<file path="src/rtl/demosaic_window_ctrl.sv">
// rtl/demosaic_window_ctrl.sv - window sequencing controller for the 7x7 Bayer demosaic datapath
module demosaic_window_ctrl #(
    parameter int IMG_W     = 1920,
    parameter int IMG_H     = 1080,
    parameter int BAYER_PAT = 0,
    parameter int PIPE_LAT  = 2,
    parameter int CW        = 11
) (
    input  logic          clk,
    input  logic          rst_n,
    input  logic          in_valid,
    input  logic          in_sof,
    output logic          in_ready,
    output logic          win_shift,
    output logic [CW-1:0] lb_addr,
    output logic          out_valid,
    output logic [1:0]    out_phase,
    output logic          out_border,
    output logic [CW-1:0] out_col,
    output logic [CW-1:0] out_row,
    output logic          frame_done,
    output logic          frame_err
);
    localparam int LW = CW + 2;
    localparam int PW = 2 * CW + 4;
    localparam logic [LW-1:0] LAG      = LW'(3 * IMG_W + 3);
    localparam logic [LW-1:0] LAG_M1   = LW'(3 * IMG_W + 2);
    localparam logic [CW-1:0] COL_LAST = CW'(IMG_W - 1);
    localparam logic [CW-1:0] ROW_LAST = CW'(IMG_H - 1);
    localparam logic [CW-1:0] COL_HI   = CW'(IMG_W - 4);
    localparam logic [CW-1:0] ROW_HI   = CW'(IMG_H - 4);
    localparam logic [CW-1:0] EDGE     = CW'(3);
    localparam logic [1:0]    PAT      = 2'(BAYER_PAT);

    typedef enum logic [1:0] {IDLE, FILL, RUN, FLUSH} state_t;
    state_t state, state_nxt;

    logic [CW-1:0] in_col, in_row, ctr_col, ctr_row;
    logic [LW-1:0] lag_cnt;
    logic          sof_tick, tick, issue, last_pix, lag_hit, flush_end, border;
    logic [PW-1:0] ctr_word;
    logic [PW-1:0] pipe [0:PIPE_LAT];

    assign last_pix  = (in_col == COL_LAST) && (in_row == ROW_LAST);
    assign lag_hit   = (lag_cnt == LAG);
    assign flush_end = (lag_cnt == LAG_M1);

    always_ff @(posedge clk or negedge rst_n) begin
        if (!rst_n) state <= IDLE;
        else        state <= state_nxt;
    end

    always_comb begin
        state_nxt = state;
        case (state)
            IDLE:    if (sof_tick) state_nxt = FILL;
            FILL:    if (sof_tick) state_nxt = FILL;
                     else if (tick && lag_hit) state_nxt = RUN;
            RUN:     if (sof_tick) state_nxt = FILL;
                     else if (tick && last_pix) state_nxt = FLUSH;
            default: if (flush_end) state_nxt = IDLE;
        endcase
    end

    // A sof pixel always restarts at column 0, even when it aborts a frame.
    always_comb begin
        in_ready = (state != FLUSH);
        sof_tick = 1'b0;
        tick     = 1'b0;
        issue    = 1'b0;
        case (state)
            IDLE: begin
                sof_tick = in_valid & in_sof;
                tick     = sof_tick;
            end
            FILL, RUN: begin
                sof_tick = in_valid & in_sof;
                tick     = in_valid;
                issue    = in_valid & ~in_sof & ((state == RUN) | lag_hit);
            end
            default: begin
                tick  = 1'b1;
                issue = 1'b1;
            end
        endcase
        lb_addr   = sof_tick ? '0 : in_col;
        win_shift = tick;
    end

    always_ff @(posedge clk or negedge rst_n) begin
        if (!rst_n) begin
            in_col  <= '0;
            in_row  <= '0;
            ctr_col <= '0;
            ctr_row <= '0;
            lag_cnt <= '0;
        end else if (sof_tick) begin
            in_col  <= CW'(1);
            in_row  <= '0;
            ctr_col <= '0;
            ctr_row <= '0;
            lag_cnt <= LW'(1);
        end else begin
            if (state == FLUSH && flush_end) begin
                in_col <= '0;
                in_row <= '0;
            end else if (tick) begin
                if (in_col == COL_LAST) begin
                    in_col <= '0;
                    in_row <= (in_row == ROW_LAST) ? '0 : in_row + CW'(1);
                end else begin
                    in_col <= in_col + CW'(1);
                end
            end
            if (issue) begin
                if (ctr_col == COL_LAST) begin
                    ctr_col <= '0;
                    ctr_row <= (ctr_row == ROW_LAST) ? '0 : ctr_row + CW'(1);
                end else begin
                    ctr_col <= ctr_col + CW'(1);
                end
            end
            // lag_cnt counts fill ticks up to LAG, then flush cycles up to LAG-1.
            case (state)
                FILL:    if (tick) lag_cnt <= lag_hit ? '0 : lag_cnt + LW'(1);
                FLUSH:   lag_cnt <= flush_end ? '0 : lag_cnt + LW'(1);
                default: lag_cnt <= '0;
            endcase
        end
    end

    assign border   = (ctr_row < EDGE) || (ctr_row > ROW_HI) || (ctr_col < EDGE) || (ctr_col > COL_HI);
    assign ctr_word = issue ? {1'b1, ctr_row[0] ^ PAT[1], ctr_col[0] ^ PAT[0], border, ctr_col, ctr_row}
                            : '0;

    always_ff @(posedge clk or negedge rst_n) begin
        if (!rst_n) begin
            for (int i = 0; i <= PIPE_LAT; i++) pipe[i] <= '0;
            frame_done <= 1'b0;
            frame_err  <= 1'b0;
        end else begin
            pipe[0] <= ctr_word;
            for (int i = 1; i <= PIPE_LAT; i++) pipe[i] <= pipe[i-1];
            frame_done <= (state == FLUSH) && flush_end;
            frame_err  <= sof_tick && ((state == FILL) || (state == RUN));
        end
    end

    assign {out_valid, out_phase, out_border, out_col, out_row} = pipe[PIPE_LAT];
endmodule

</file>
<file path="config.mk">
export PLATFORM = sky130hd
export DESIGN_NAME = demosaic_window_ctrl
export DESIGN_NICKNAME = d
export VERILOG_FILES = /design/src/rtl/demosaic_window_ctrl.sv
export SDC_FILE = /design/constraint.sdc
export NUM_CORES = 1
export LEC_CHECK = 0
export ABC_AREA = 1
export CORE_UTILIZATION = 30
export CTS_CLUSTER_DIAMETER = 120
export DETAILED_ROUTE_END_ITERATION = 8
export PLACE_DENSITY_LB_ADDON = 0.3
export SYNTH_ARGS = -nofsm -noshare
export SYNTH_HDL_FRONTEND = slang
export SYNTH_SLANG_ARGS = --single-unit
export TNS_END_PERCENT = 10
</file>
<file path="constraint.sdc">
create_clock -name clk -period 1.8 [get_ports clk]
set_clock_uncertainty 0.05 [all_clocks]
set_input_delay 0.54 -clock clk [delete_from_list [all_inputs] [get_ports clk]]
set_output_delay 0.54 -clock clk [all_outputs]
set_load 0.02 [all_outputs]
</file>
# Word-level counts from Yosys, hierarchy flattened
# Index checks and enable logic that the tools add are counted.
[word_totals]
memories = 0
inputBits = 4
romBits = 0
latchBits = 0
ram_bits = 0
output_inout_bits = 41
ff_bits = 139
elab_cells = 92
[op_classes]
n_addsub = 5
n_mul = 0
eq_ne = 14
div = 0
n_shift = 0
n_lt_le_gt_ge = 4
mux = 33
n_reduce_logical = 20
bitwise_logic = 5
[ops]
columns = ["operator", "count"]
rows = [
  ["$mux 11", 17],
  ["$mux 13", 4],
  ["$add 11x1->11 const B", 4],
  ["$eq 11x11->1 const B", 4],
  ["$eq 13x13->1 const B", 2],
  ["$mux 26", 1],
  ["$pmux 13 s2", 1],
  ["$gt 11x11->1 const B", 2],
  ["$lt 11x2->1 const B", 2],
  ["$add 13x1->13 const B", 1],
  ["$mux 2", 6],
  ["$ne 3x3->1 const B", 3],
  ["$pmux 2 s3", 1],
  ["$reduce_bool 3->1", 2],
  ["$logic_and 1x1->1", 5],
  ["$eq 2x2->1 const B", 2],
  ["$logic_or 1x1->1", 4],
  ["$ne 2x2->1 const B", 2],
  ["$pmux 1 s2", 2],
  ["$reduce_and 2->1", 2],
  ["$reduce_and 4->1", 1],
  ["$reduce_bool 2->1", 2],
  ["$reduce_bool 4->1", 1],
  ["$and 1x1->1", 3],
  ["other kinds (7)", 7],
]

# Depth between registers and ports, before layout
# Gate-level depths: netlist of the first run.
[depth]
word_depth = 7
depth_mapped = 12
depth_no_buf = 11

# Worst setup path before layout of the first run
# OpenSTA, ideal clock, no wires.
[synth_timing]
path_kind = "register -> output"
from = "reg state[0]"
to = "out lb_addr[0]"
setup_slack_ns = -0.338
stages_incl_launch_ff = 7
path_buffers = 1
arrival_ns = 1.548
t_required_ns = 1.210
cell_sequence = "dfrtp_1 > ha_1 > inv_2 > nand3_4 > inv_2 > clkbuf_1 > nor2_1"
[synth_between]
elab_chain_cells = 4
elab_cells_between_ends = 6
classes_between = "2 x eq/ne; 2 x mux; 2 x reduce/logical"
[synth_lines]
columns = ["item", "line_no", "text"]
rows = [
  ["start: declaration", "36", "state_t state, state_nxt;"],
  ["start signal: assignment", "50", "else state <= state_nxt;"],
  ["$eq 2x2->1, or another cell as far along", "71", "case (state)"],
  ["$reduce_or 3->1 (no source line) *", "n/a", ""],
  ["$mux 1 *", "n/a", ""],
  ["$mux 11 *", "86", "lb_addr = sof_tick ? '0 : in_col;"],
  ["end: declaration", "15", "output logic [CW-1:0] lb_addr,"],
]
# Mark *: on every way between the ends. The rest lies on a longest branch, timed or not.

# Worst setup path after layout of the first run
[layout_timing]
from = "reg state[0]"
to = "out lb_addr[1]"
# Same word-level chain as after synthesis.

==> impl_metrics.yaml, run 1 <==
cts:
  cts-root-to-sink-buffers: 2
  clock_sink_count: 133
  clk-insertion-delay-late_ns: 0.42
  clock-root-buffer: "sky130_fd_sc_hd__clkbuf_16"
  path_clk_slew_ns: 0.06
  tritoncts: "done"
  cts_buffers: 17
  count_of_h_tree_levels_built_during_cts: 4
layout:
  final_cell_mix: "168 x sky130_fd_sc_hd__nand2_1, 133 x sky130_fd_sc_hd__dfrtp_1, 94 x sky130_fd_sc_hd__nor2_1"
  layout.core_utilization: 0.402
  layout-drive-gt1-share: 0.212
  finalNetCount: 848
  most_common_cell_after_layout_fill_and_taps_aside: "sky130_fd_sc_hd__nand2_1"
  num-fill-cells: 2068
  area_delta_synth_final_pct: 30.4
  total_inserted_antenna_cells: 0
  layout_cell_area_excl_fill_um2: 8220
sta:
  fin_ws_ns: -0.363
  layout_worst_path_cycle_share: 1.20
  hold_viol: 0
  final-setup-viol-count: 95
  fin_setup_tns_ns: -18.58
  fmax_mhz: 462
  timing.final.max_slew_violations: 0
  tightestPinTransition_ns: 0.376
  min_period_ns: 2.16
  worst_slew_margin_rel: 0.749
  grt_setup_unrepaired: "true"
  whs_ns: 0.288
power:
  power_density_nw_per_um2: 1370
  leakage_dissipation_nw: 4.06
  max_vdd_drop_v: 0.000843
synthesis:
  synth_area_in_compound_gates: 0.0373
  ys_async_sr_fraction: 1.00
  synth_warnings: 0
  syn-mean-instance-area_um2: 8.61
  synthesis.area_um2: 6300
  number_of_synthesized_register_bits: 133
  synth_mux_area_frac: 0
  yosysSeqAreaShare: 0.528
  synthesis.instances: 732
  synth_simple_gate_area_frac: 0.292
  synth_largest_type_area_fraction: 0.528
  synth.area.top_cells: "sky130_fd_sc_hd__dfrtp_1 53%, sky130_fd_sc_hd__nand2_1 10%, sky130_fd_sc_hd__nor2_1 6.8%"
  synth-adder-area-share: 0.0238
  synth-xor-area-share: 0.0250
  synth_top_family_by_area: "simple AND/OR/NAND/NOR gates"
  number_of_flops_mapped_to_enable_cells_by_yosys: 0
  mappedNetlistNets: 748
  yosys_most_used_dff: "sky130_fd_sc_hd__dfrtp_1"
  synthDistinctLibCells: 39
  synth_top_area_cell: "sky130_fd_sc_hd__dfrtp_1"
outcome:
  violations: "setup timing"
  run_status: "complete, but fails checks"
die:
  fp.dieW_um: 147
  chipHeight_um: 147
  starting_density_of_the_core: 0.309
  die_area_um2: 21600
  core_region_area_um2: 20400
  num_io_pins: 45
  num_rows: 52
min_path:
  hold_path.class: "flip-flop to flip-flop"
global_routing:
  wire_length_of_the_first_global_routing_pass_mm: 22.8
  globalRoute.totalOverflow: 0
  grt_max_degree: 39
  grt_antenna_before_repair: 0
  first_global_vias: 4843
  grt_usage: 0.132
critical_path:
  endpoint_kind: "primary output"
  timing.critical_path.from_type: "flip-flop"
  crit_path_max_fanout: 6
  worst-endpoint-arrival_ns: 1.57
  timing.setup.critical_path_class: "flip-flop to primary output"
  required_ns: 1.21
drt:
  remaining_drc_errors: 0
  avgRoutedWirePerCell_um: 11.6
  route.antenna.remaining_nets: 0
  drtPass1Iterations: 4
  drt-initial-drc-count: 271
  wirelength_mm: 13.0
  vias: 4972
  vias_per_cell: 4.46
placement:
  dp.final_hpwl_mm: 8.99
  gpl.final_weighted_congestion: 0.854
  io_port_bufs: 44
  dpl_cell_area_um2: 7390
run:
  max_cap_viol_count: 0
sequential cells by signal, summed over array words and instances (netlist names):
signal / cells
pipe: 48
lag_cnt: 13
ctr_col: 11
ctr_row: 11
in_col: 11
in_row: 11
out_col: 10
out_row: 10
out_phase: 2
state: 2
frame_done: 1
frame_err: 1
out_border: 1
out_valid: 1
Yosys cell counts, types with 2 or more instances:
master,count
sky130_fd_sc_hd__nand4_1,29
sky130_fd_sc_hd__buf_4,31
sky130_fd_sc_hd__o21ai_2,2
sky130_fd_sc_hd__inv_1,75
sky130_fd_sc_hd__nor2_2,3
sky130_fd_sc_hd__xor2_1,17
sky130_fd_sc_hd__dfrtp_1,133
sky130_fd_sc_hd__nand2_1,173
sky130_fd_sc_hd__nand3b_1,4
sky130_fd_sc_hd__buf_2,5
sky130_fd_sc_hd__nor3_1,15
sky130_fd_sc_hd__ha_1,12
sky130_fd_sc_hd__nand2_2,3
sky130_fd_sc_hd__nor2_1,114
sky130_fd_sc_hd__a21oi_1,6
sky130_fd_sc_hd__buf_6,2
sky130_fd_sc_hd__or2_2,2
sky130_fd_sc_hd__o21ai_0,20
sky130_fd_sc_hd__nand4_2,2
sky130_fd_sc_hd__o211ai_1,2
sky130_fd_sc_hd__nand3_1,58
sky130_fd_sc_hd__inv_2,5
sky130_fd_sc_hd__nand3_2,3
critical path: stages, from the launching register on:
cell and delay [ns]:
sky130_fd_sc_hd__dfrtp_1 0.43, sky130_fd_sc_hd__ha_4 0.19, sky130_fd_sc_hd__inv_4 0.04, sky130_fd_sc_hd__nand3_4 0.14
sky130_fd_sc_hd__clkinv_8 0.12, sky130_fd_sc_hd__nor2_2 0.11, sky130_fd_sc_hd__buf_6 0.12
per-layer routing:
layer  global-route usage  share of wire  vias up
met5                    0              0        -
met4               0.0521          0.015        0
met3               0.0298          0.030       13
met2                0.210           0.47       68
met1                0.174           0.48     2385
li1                     -              -     2506
final cells by class:
class / instances / area, um^2 / share of cell area
clock buffers: 19 / 433 / 0.0526
clock inverters: 13 / 195 / 0.0237
inverters: 81 / 324 / 0.0394
multi-input cells: 479 / 2540 / 0.309
flip-flops and latches: 133 / 3330 / 0.405
well taps: 270 / 338 / 0.0411
repair buffers: 119 / 1050 / 0.128
repair inverters: 1 / 11.3 / 0.00137
final timing paths:
path,start,to,slack (ns),cells after the start
max,state[0],lb_addr[1],-0.36,6
max in group asynchronous,rst_n,out_row[6],0.63,3
min,pipe[65],pipe[39],0.29,0
min reg2reg,pipe[65],pipe[39],0.29,0
max reg2reg,state[0],in_row[2],-0.25,12
min in group asynchronous,rst_n,pipe[54],0.54,2
kinds of logic after synthesis:
logic type / count (synthesis)
AO/OA/AOI/OAI: 37
XOR/XNOR: 18
adder cells (fa/ha/maj): 12
buffers and inverters: 120
flip-flops: 133
AND/OR/NAND/NOR: 412
repair_timing:
item / CTS / global route
gates resized for setup: 130 / 21
pin swaps: 2 / 4
gates cloned: 1 / 0
setup endpoints to repair: 95 / 96
setup buffers: 4 / 1
hold buffers: 1 / 0
endpoints found under the hold margin: 34 / 0
per-stage QoR:
stage,worst slack (ns),cells,power (W)
6_report,-0.363,1115,0.0112
5_1_grt,-0.417,1115,0.0120
3_5_place_dp,-0.777,1076,0.00739
2_1_floorplan,-0.0376,732,0.00603
3_3_place_gp,-0.758,1076,0.00740
4_1_cts,-0.337,1114,0.0113
report_power, final:
part | leakage [nW] | internal (W) | switching (W)
logic | 1.94 | 0.00154 | 0.00215
clock network | 0.301 | 0.00234 | 0.00136
registers | 1.82 | 0.00351 | 0.000334
total | 4.06 | 0.00739 | 0.00384
No activity file was read; power rests on OpenSTA's default activity.
==> inputs of run 2 (changes only) <==
--- a/config.mk
+++ b/config.mk
@@ -8,6 +8,7 @@
 export ABC_AREA = 1
 export CORE_UTILIZATION = 30
 export CTS_CLUSTER_DIAMETER = 120
+export CTS_CLUSTER_SIZE = 10
 export DETAILED_ROUTE_END_ITERATION = 8
 export PLACE_DENSITY_LB_ADDON = 0.3
 export SYNTH_ARGS = -nofsm -noshare
==> results of run 2 <==
Final layout, timing and power as in run 1 (identical DEF).
==> inputs of run 3 (changes only) <==
--- a/config.mk
+++ b/config.mk
@@ -6,9 +6,8 @@
 export NUM_CORES = 1
 export LEC_CHECK = 0
 export ABC_AREA = 1
+export CORE_MARGIN = 2
 export CORE_UTILIZATION = 30
-export CTS_CLUSTER_DIAMETER = 120
-export CTS_CLUSTER_SIZE = 10
 export DETAILED_ROUTE_END_ITERATION = 8
 export PLACE_DENSITY_LB_ADDON = 0.3
 export SYNTH_ARGS = -nofsm -noshare
==> impl_metrics.yaml, run 3 (synthesized netlist as in run 1, its figures left out) <==
outcome:
  run_status: "complete, but fails checks"
  violations: "setup timing"
sta:
  tightestPinTransition_ns: 0.343
  hold_viol: 0
  fmax_mhz: 474
  final-setup-viol-count: 63
  fin_ws_ns: -0.312
  min_period_ns: 2.11
  grt_setup_unrepaired: "true"
  layout_worst_path_cycle_share: 1.17
  fin_setup_tns_ns: -5.67
  worst_slew_margin_rel: 0.771
  timing.final.max_slew_violations: 0
  whs_ns: 0.288
power:
  seqPwrFrac: 0.345
  p_comb_frac: 0.328
  clock_power_share: 0.327
  max_vdd_drop_v: 0.000728
  sw_frac_of_total: 0.347
  leakage_dissipation_nw: 4.01
  net-switching-power_w: 0.00385
  internal_power_w: 0.00725
  power_density_nw_per_um2: 1370
min_path:
  hold_path.class: "flip-flop to flip-flop"
  worstHoldEndpoint: "out_col[6]"
  whs_path_depth: 0
  worst_hold_startpoint: "pipe[43]"
layout:
  total_inserted_antenna_cells: 0
  layout-drive-gt1-share: 0.187
  area_delta_synth_final_pct: 28.5
  layout_cell_area_excl_fill_um2: 8100
  reg.largest.list: "pipe (48), lag_cnt (13)"
  most_common_cell_after_layout_fill_and_taps_aside: "sky130_fd_sc_hd__nand2_1"
  largest_register_ffs: 48
  registers.top_by_ff_count: "pipe"
  layout.core_utilization: 0.389
  final_cell_mix: "171 x sky130_fd_sc_hd__nand2_1, 133 x sky130_fd_sc_hd__dfrtp_1, 100 x sky130_fd_sc_hd__nor2_1"
  num-fill-cells: 2133
  finalNetCount: 837
global_routing:
  wire_length_of_the_first_global_routing_pass_mm: 22.4
  grt_max_degree: 32
  globalRoute.totalOverflow: 0
  grt_antenna_before_repair: 0
  first_global_vias: 4643
  grt_usage: 0.126
drt:
  route.antenna.remaining_nets: 0
  avgRoutedWirePerCell_um: 11.9
  drtPass1Iterations: 5
  vias_per_cell: 4.44
  drt-initial-drc-count: 303
  wirelength_mm: 13.1
  vias: 4927
  remaining_drc_errors: 0
cts:
  clock-root-buffer: "sky130_fd_sc_hd__clkbuf_16"
  tritoncts: "done"
  clock_sink_count: 133
  path_clk_slew_ns: 0.06
  cts-root-to-sink-buffers: 2
  clk-insertion-delay-late_ns: 0.42
  count_of_h_tree_levels_built_during_cts: 4
  cts_buffers: 17
critical_path:
  required_ns: 1.21
  worst-r2r-cell-count: 12
  crit_path_max_fanout: 6
  worst_setup_path_startpoint: "state[0]"
  setup.reg_to_reg.worst_slack_ns: -0.12
  cp_slowest_stage_delay_ns: 0.42
  timing.setup.critical_path_class: "flip-flop to primary output"
  crit-reg2reg-capture: "lag_cnt[11]"
  cp_cell_sequence: "ha_4 > inv_4 > nand3_4 > inv_6 > nor2_2 > buf_6"
  worst-endpoint-arrival_ns: 1.52
  rr_startpoint: "state[0]"
  timing.critical_path.from_type: "flip-flop"
  endpoint_kind: "primary output"
  critPathSlowestCell: "sky130_fd_sc_hd__dfrtp_1"
die:
  fp.dieW_um: 149
  core_region_area_um2: 20800
  num_io_pins: 45
  chipHeight_um: 149
  num_rows: 53
  starting_density_of_the_core: 0.303
  die_area_um2: 22200
placement:
  gpl.final_weighted_congestion: 0.909
  io_port_bufs: 44
  dpl_cell_area_um2: 7380
  dp.final_hpwl_mm: 9.12
  placement.setup.worst_slack_ns: -0.785
run:
  max_cap_viol_count: 0
run 3: area by class of cell:
type	count	area (um^2)	share of cell area
Inverter	81	317	0.0391
Clock buffer	18	429	0.0530
Sequential cell	133	3330	0.411
Timing Repair Buffer	108	1020	0.126
Clock inverter	14	189	0.0233
Timing Repair inverter	1	8.76	0.00108
Tap cell	275	344	0.0425
Multi-Input combinational cell	479	2470	0.304
run 3: power by group through the flow:
stage                     clock network, W  registers (W)  logic [W]
after global routing               0.00387        0.00389    0.00406
after floorplan                          0        0.00387    0.00216
after detailed placement                 0        0.00388    0.00352
final                              0.00363        0.00383    0.00364
after global placement                   0        0.00387    0.00351
after CTS                          0.00375        0.00382    0.00351
run 3: worst max path at each step:
stage / to / slack (ns) / cells after the start
floorplan: lb_addr[0] / -0.04 / 6
global placement: lb_addr[10] / -0.76 / 5
detailed placement: lb_addr[0] / -0.79 / 5
CTS: lb_addr[3] / -0.35 / 6
global route: lb_addr[9] / -0.37 / 6
finish: lb_addr[3] / -0.31 / 6
run 3: per-layer routing:
layer,global-route usage,share of wire,vias to the layer above
met5,0,0,-
met4,0.0452,0.011,0
met3,0.0330,0.039,14
met2,0.196,0.46,99
met1,0.170,0.49,2323
li1,-,-,2491
run 3: critical path, delay by kind of cell, from the launching register on:
family / cells / cell delay [ns]
adder cells (fa/ha/maj): 1 / 0.19
flip-flops: 1 / 0.42
buffers and inverters: 3 / 0.31
AND/OR/NAND/NOR: 2 / 0.17
run 3: through the flow:
step,std cells,power [W]
2_1_floorplan,732,0.00603
3_3_place_gp,1072,0.00738
3_5_place_dp,1072,0.00740
4_1_cts,1108,0.0111
5_1_grt,1109,0.0118
6_report,1109,0.0111
run 3: timing repair:
action / CTS / global route
setup endpoints to repair: 100 / 93
buffers inserted: 2 / 1
pin swaps: 2 / 4
hold buffers: 1 / 0
hold endpoints to repair: 25 / 0
resized for setup: 111 / 12
cloned: 1 / 0
